`config.mk`:
```
export PLATFORM = sky130hd
export DESIGN_NAME = prefetch_unit
export DESIGN_NICKNAME = d
export VERILOG_FILES = /design/src/rtl/prefetch_unit.sv
export SDC_FILE = /design/constraint.sdc
export NUM_CORES = 1
export LEC_CHECK = 0
export CAP_MARGIN = 20
export CORE_AREA = 5 5 209 211
export DETAILED_ROUTE_END_ITERATION = 8
export DIE_AREA = 0 0 214 216
export HOLD_SLACK_MARGIN = 0.06
export PLACE_DENSITY = 0.87
export SLEW_MARGIN = 5
export SYNTH_ARGS = -nofsm -noshare
export SYNTH_HDL_FRONTEND = slang
export SYNTH_SLANG_ARGS = --single-unit
export TNS_END_PERCENT = 5
```
`constraint.sdc`:
```
create_clock -name clk -period 30.4 [get_ports clk]
set_input_delay 6.08 -clock clk [delete_from_list [all_inputs] [get_ports clk]]
set_output_delay 6.08 -clock clk [all_outputs]
set_load 0.005 [all_outputs]
```
`src/rtl/prefetch_unit.sv`:
```
// Instruction prefetch unit: issues in-order fetches under a credit rule, queues
// responses in a circular buffer and squashes in-flight work on a redirect.
module prefetch_unit #(
  parameter int unsigned    WORD      = 64,
  parameter int unsigned    INSTR_LEN = 32,
  parameter int unsigned    DEPTH     = 4,
  parameter logic [WORD-1:0] RESET_PC = '0
) (
  input  logic                 clk,
  input  logic                 reset,
  input  logic                 pc_src,
  input  logic [WORD-1:0]      branch_target,
  output logic                 imem_req,
  output logic [WORD-1:0]      imem_addr,
  input  logic                 imem_gnt,
  input  logic                 imem_rvalid,
  input  logic [INSTR_LEN-1:0] imem_rdata,
  output logic                 instr_valid,
  output logic [INSTR_LEN-1:0] instr,
  output logic [WORD-1:0]      instr_pc,
  input  logic                 instr_ready
);

  localparam int unsigned PTR_W  = (DEPTH > 1) ? $clog2(DEPTH) : 1;
  localparam int unsigned CNT_W  = PTR_W + 1;
  localparam int unsigned OCC_W  = CNT_W + 1;
  // Stale requests can pile up across back-to-back redirects, so give them headroom.
  localparam int unsigned DISC_W = CNT_W + 4;

  logic [WORD-1:0]      fetch_pc;
  logic [WORD-1:0]      resp_pc;
  logic [CNT_W-1:0]     count;
  logic [CNT_W-1:0]     outstanding;
  logic [DISC_W-1:0]    discard;
  logic [PTR_W-1:0]     head;
  logic [PTR_W-1:0]     tail;
  logic [INSTR_LEN-1:0] q_instr [DEPTH];
  logic [WORD-1:0]      q_pc    [DEPTH];

  logic                 fire;
  logic                 keep;
  logic                 drop;
  logic                 pop;
  logic                 credit;
  logic [OCC_W-1:0]     occupancy;
  logic [WORD-1:0]      target_aligned;
  logic [DISC_W-1:0]    disc_base;

  // Credit: every issued, kept request already owns a queue slot.
  assign occupancy = OCC_W'(count) + OCC_W'(outstanding);
  assign credit    = occupancy < OCC_W'(DEPTH);

  assign imem_req  = !reset && !pc_src && credit;
  assign imem_addr = fetch_pc;
  assign fire      = imem_req && imem_gnt;

  assign drop      = imem_rvalid && (discard != '0);
  assign keep      = imem_rvalid && (discard == '0) && (outstanding != '0);
  assign pop       = instr_valid && instr_ready && !pc_src;

  assign instr_valid = !reset && (count != '0);
  assign instr       = q_instr[head];
  assign instr_pc    = q_pc[head];

  assign target_aligned = branch_target & ~WORD'(3);
  assign disc_base      = discard - DISC_W'(drop);

  // Control state: PCs, occupancy, credit and squash accounting.
  always_ff @(posedge clk or posedge reset) begin
    if (reset) begin
      fetch_pc    <= RESET_PC;
      resp_pc     <= RESET_PC;
      count       <= '0;
      outstanding <= '0;
      discard     <= '0;
      head        <= '0;
      tail        <= '0;
    end else if (pc_src) begin
      // A response kept this cycle is squashed too, so it leaves the books entirely.
      fetch_pc    <= target_aligned;
      resp_pc     <= target_aligned;
      count       <= '0;
      outstanding <= '0;
      discard     <= disc_base + DISC_W'(outstanding) - DISC_W'(keep);
      head        <= '0;
      tail        <= '0;
    end else begin
      if (fire) begin
        fetch_pc <= fetch_pc + WORD'(4);
      end
      if (keep) begin
        resp_pc <= resp_pc + WORD'(4);
        tail    <= tail + PTR_W'(1);
      end
      if (pop) begin
        head <= head + PTR_W'(1);
      end
      outstanding <= outstanding + CNT_W'(fire) - CNT_W'(keep);
      count       <= count + CNT_W'(keep) - CNT_W'(pop);
      discard     <= disc_base;
    end
  end

  // Queue storage; cleared on reset so the head reads as zero.
  always_ff @(posedge clk or posedge reset) begin
    if (reset) begin
      for (int i = 0; i < int'(DEPTH); i++) begin
        q_instr[i] <= '0;
        q_pc[i]    <= '0;
      end
    end else if (keep && !pc_src) begin
      q_instr[tail] <= imem_rdata;
      q_pc[tail]    <= resp_pc;
    end
  end

endmodule

```
==> run metrics <==
CTS tree yes; simple-gate share of the synthesized area 0.09296; die height approximately 220 um; First DRT Iteration DRCs 1478; most frequent CP cell clkdlybuf4s50_1; Hold Crit Class register to register; Critical Path Sink Type primary output; Max Fclk 71.71 MHz; post-CTS resize count 0; gr usage total 0.2716; Core ar. 41570 um2; antenna violations before repair 0; critical path class input port to primary output; Final Hold Fails 0; Buf/Inv on CP 2; worst endpoint data arrival time 7.86 ns; Yosys top cell by area dfrtp_1; clk slew on worst S/H paths 0.06 ns; clk root buf clkbuf_16; crit path launch type input port; Tot Pwr between 1.5 and 2 mW; Reg area 12940 um2; Final period util 0.4587; port buffer count 257; Post-CTS Setup Repair Bufs 0; P&R area growth vs syn 19.05%; drt pass-1 iters 7; RSZ-0062 raised after global routing no; hpwl dp around 40000 um; Post-synth top flop dfrtp_1; # Max-Cap Violations 0; Final Worst Setup Slack between 15 and 20 ns; mux contribution to synthesized area 0.2501; DP Worst Slack 16.45 ns; Vias/cell roughly 6.4; setup TNS 0 ns; largest family of logic cells by synthesized area multiplexers; fin cells 2721; setup violators final 0; post-synthesis compound-gate area fraction 0.05590; Tmin final 13.94 ns; CP Max Fanout 3; largest net degree at the start of global routing 188; vias 17370; Die Width 214 um; final wirelength 63320 um; I/O pin total 264; final net count about 2300; family with the most delay on the worst path buffers and inverters; WHS 0.4875 ns; Synth Instances ~2000; CP max-delay cell clkdlybuf4s50_1; H-tree Lvls 2; clock latency on the worst-skew pair between 0.5 and 0.6 ns; Initial Util 0.5928; adder-cell share of the synthesized area 0.01411; multi-input logic area around 11000 um2; CTS Buf Count between 50 and 60; Setup Skew 0.01845 ns; pins over their slew limit 0; Core Rows 75; synthesized flop and latch total a little over 500; die area 46220 um2; Mean Syn Cell Area around 13 um2; CP peak stage delay roughly 0.54 ns; xor and xnor fraction of the mapped netlist area 0.03056; pwr/cell area 55.37 nW/um2; RD Place Congestion just over 0.9; Worst Path Required 24.32 ns; Synth area leaders dfrtp_1 (52%), mux2_2 (16%), mux4_2 (8.6%); leakage 13.28 nW; fillers 2710; DR DRC count 0; async set-reset flop share out of synthesis 1.000; Syn Std Cell Area 24640 um2; post-synth top area share 0.5250; relative slew slack 0.2563; worst-margin pin slew 1.116 ns; Peak VDD IR 0.04714 mV; synth unique cells 63; critical-path cell list clkdlybuf4s50_1 > or4_1 > nor3_1 > clkdlybuf4s50_1; Overflow after GRT 0; Avg WL per Cell about 23 um; top-count cell post-synth dfrtp_1; ANT nets after route 0; Max clock buf depth 3; layout cell share with drive strength beyond 1 0.2641; Seq/Total Area, Yosys 0.5250; # placed instances 2625; hold buffers post-CTS 0; first-pass GRT wire length between 100000 and 150000 um; synth cell count leaders dfrtp_1 (517), mux2_2 (354), nand2_1 (161), o21ai_0 (130), mux4_2 (94); EDFF count, synth 0; YS warnings 0; clock sink total about 520; vias in the first global route about 18000; status completed
state kept, by name (all words and copies together) (netlist names):
register / count
q_instr: 128
q_pc: 248
imem_addr: 62
resp_pc: 62
outstanding: 3
discard: 7
tail: 2
head: 2
count: 3
stage by stage:
| stage | instance area (um2) | util |
|---|---|---|
| floorplan | 24660 | - |
| global placement | 27480 | 0.6610 |
| CTS | 29300 | 0.7049 |
| global route | 29340 | 0.7057 |
| finish | 29340 | 0.7058 |
| detailed placement | 27480 | 0.6610 |
worst min-delay path, delay by kind of cell, from the launching register on:
kind	cells	cell delay, ns
flip-flops	1	0.34
AO/OA/AOI/OAI	1	0.06
AND/OR/NAND/NOR	1	0.05
layout by cell type (no fill, tap or decap), drive strengths merged, types with 6 or more instances in the layout:
cell / instances
dfrtp: 517
mux2: 354
clkdlybuf4s50: 256
nand2: 162
o21ai: 133
mux4: 94
nand3: 70
clkbuf: 70
nor2: 59
nand4: 49
xnor2: 46
inv: 42
xor2: 40
nor3: 37
a21oi: 24
ha: 23
and3: 19
buf: 16
o211ai: 15
o311ai: 15
and2: 14
clkinv: 13
nor4: 11
and4: 10
a41oi: 10
bufinv: 7
a21o: 6
mux2i: 6
a31oi: 6
layer usage:
metal / vias up / part of all wire / GRT usage
met3: 115 / 0.088 / 0.06614
li1: 7470 / - / -
met5: - / 0 / 0
met4: 0 / 0.021 / 0.06657
met1: 8932 / 0.42 / 0.3834
met2: 850 / 0.48 / 0.4336
report_power, final:
| group | internal, mW | switching (mW) | total [mW] |
|---|---|---|---|
| combinational | 0.0936 | 0.0953 | 0.189 |
| clock | 0.409 | 0.269 | 0.678 |
| sequential | 0.714 | 0.0434 | 0.758 |
| total | 1.22 | 0.408 | 1.62 |
final timing paths:
| path | from | to | slack, ns | cells past startpoint |
|---|---|---|---|---|
| setup / recovery | reset | imem_req | 16.46 | 4 |
| hold / removal | q_pc[56] | q_pc[56] | 0.49 | 2 |
| setup reg to reg | discard[4] | q_pc[106] | 26.60 | 6 |
| hold reg to reg | q_pc[56] | q_pc[56] | 0.49 | 2 |
| max in group asynchronous | reset | q_pc[239] | 22.26 | 4 |
| min in group asynchronous | reset | discard[0] | 6.17 | 2 |
kinds of logic (layout without fill, tap and decap cells):
logic type	count (synthesis)	after routing
XOR/XNOR	86	86
AND/OR/NAND/NOR	458	458
multiplexers	454	454
AO/OA/AOI/OAI	229	229
adder cells (fa/ha/maj)	26	26
buffers and inverters	186	407
other	1	5
flip-flops	517	517
area by class of cell:
| type | instances | share of cell area |
|---|---|---|
| clock inverter | 24 | 0.01045 |
| sequential | 517 | 0.4412 |
| antenna | 1 | 0.00008529 |
| timing repair buffer | 273 | 0.09280 |
| multi-input combinational | 1257 | 0.3753 |
| clock buffer | 69 | 0.05169 |
| inverter | 41 | 0.005501 |
| tap | 539 | 0.02299 |
Power figures use the tool's default switching activity.
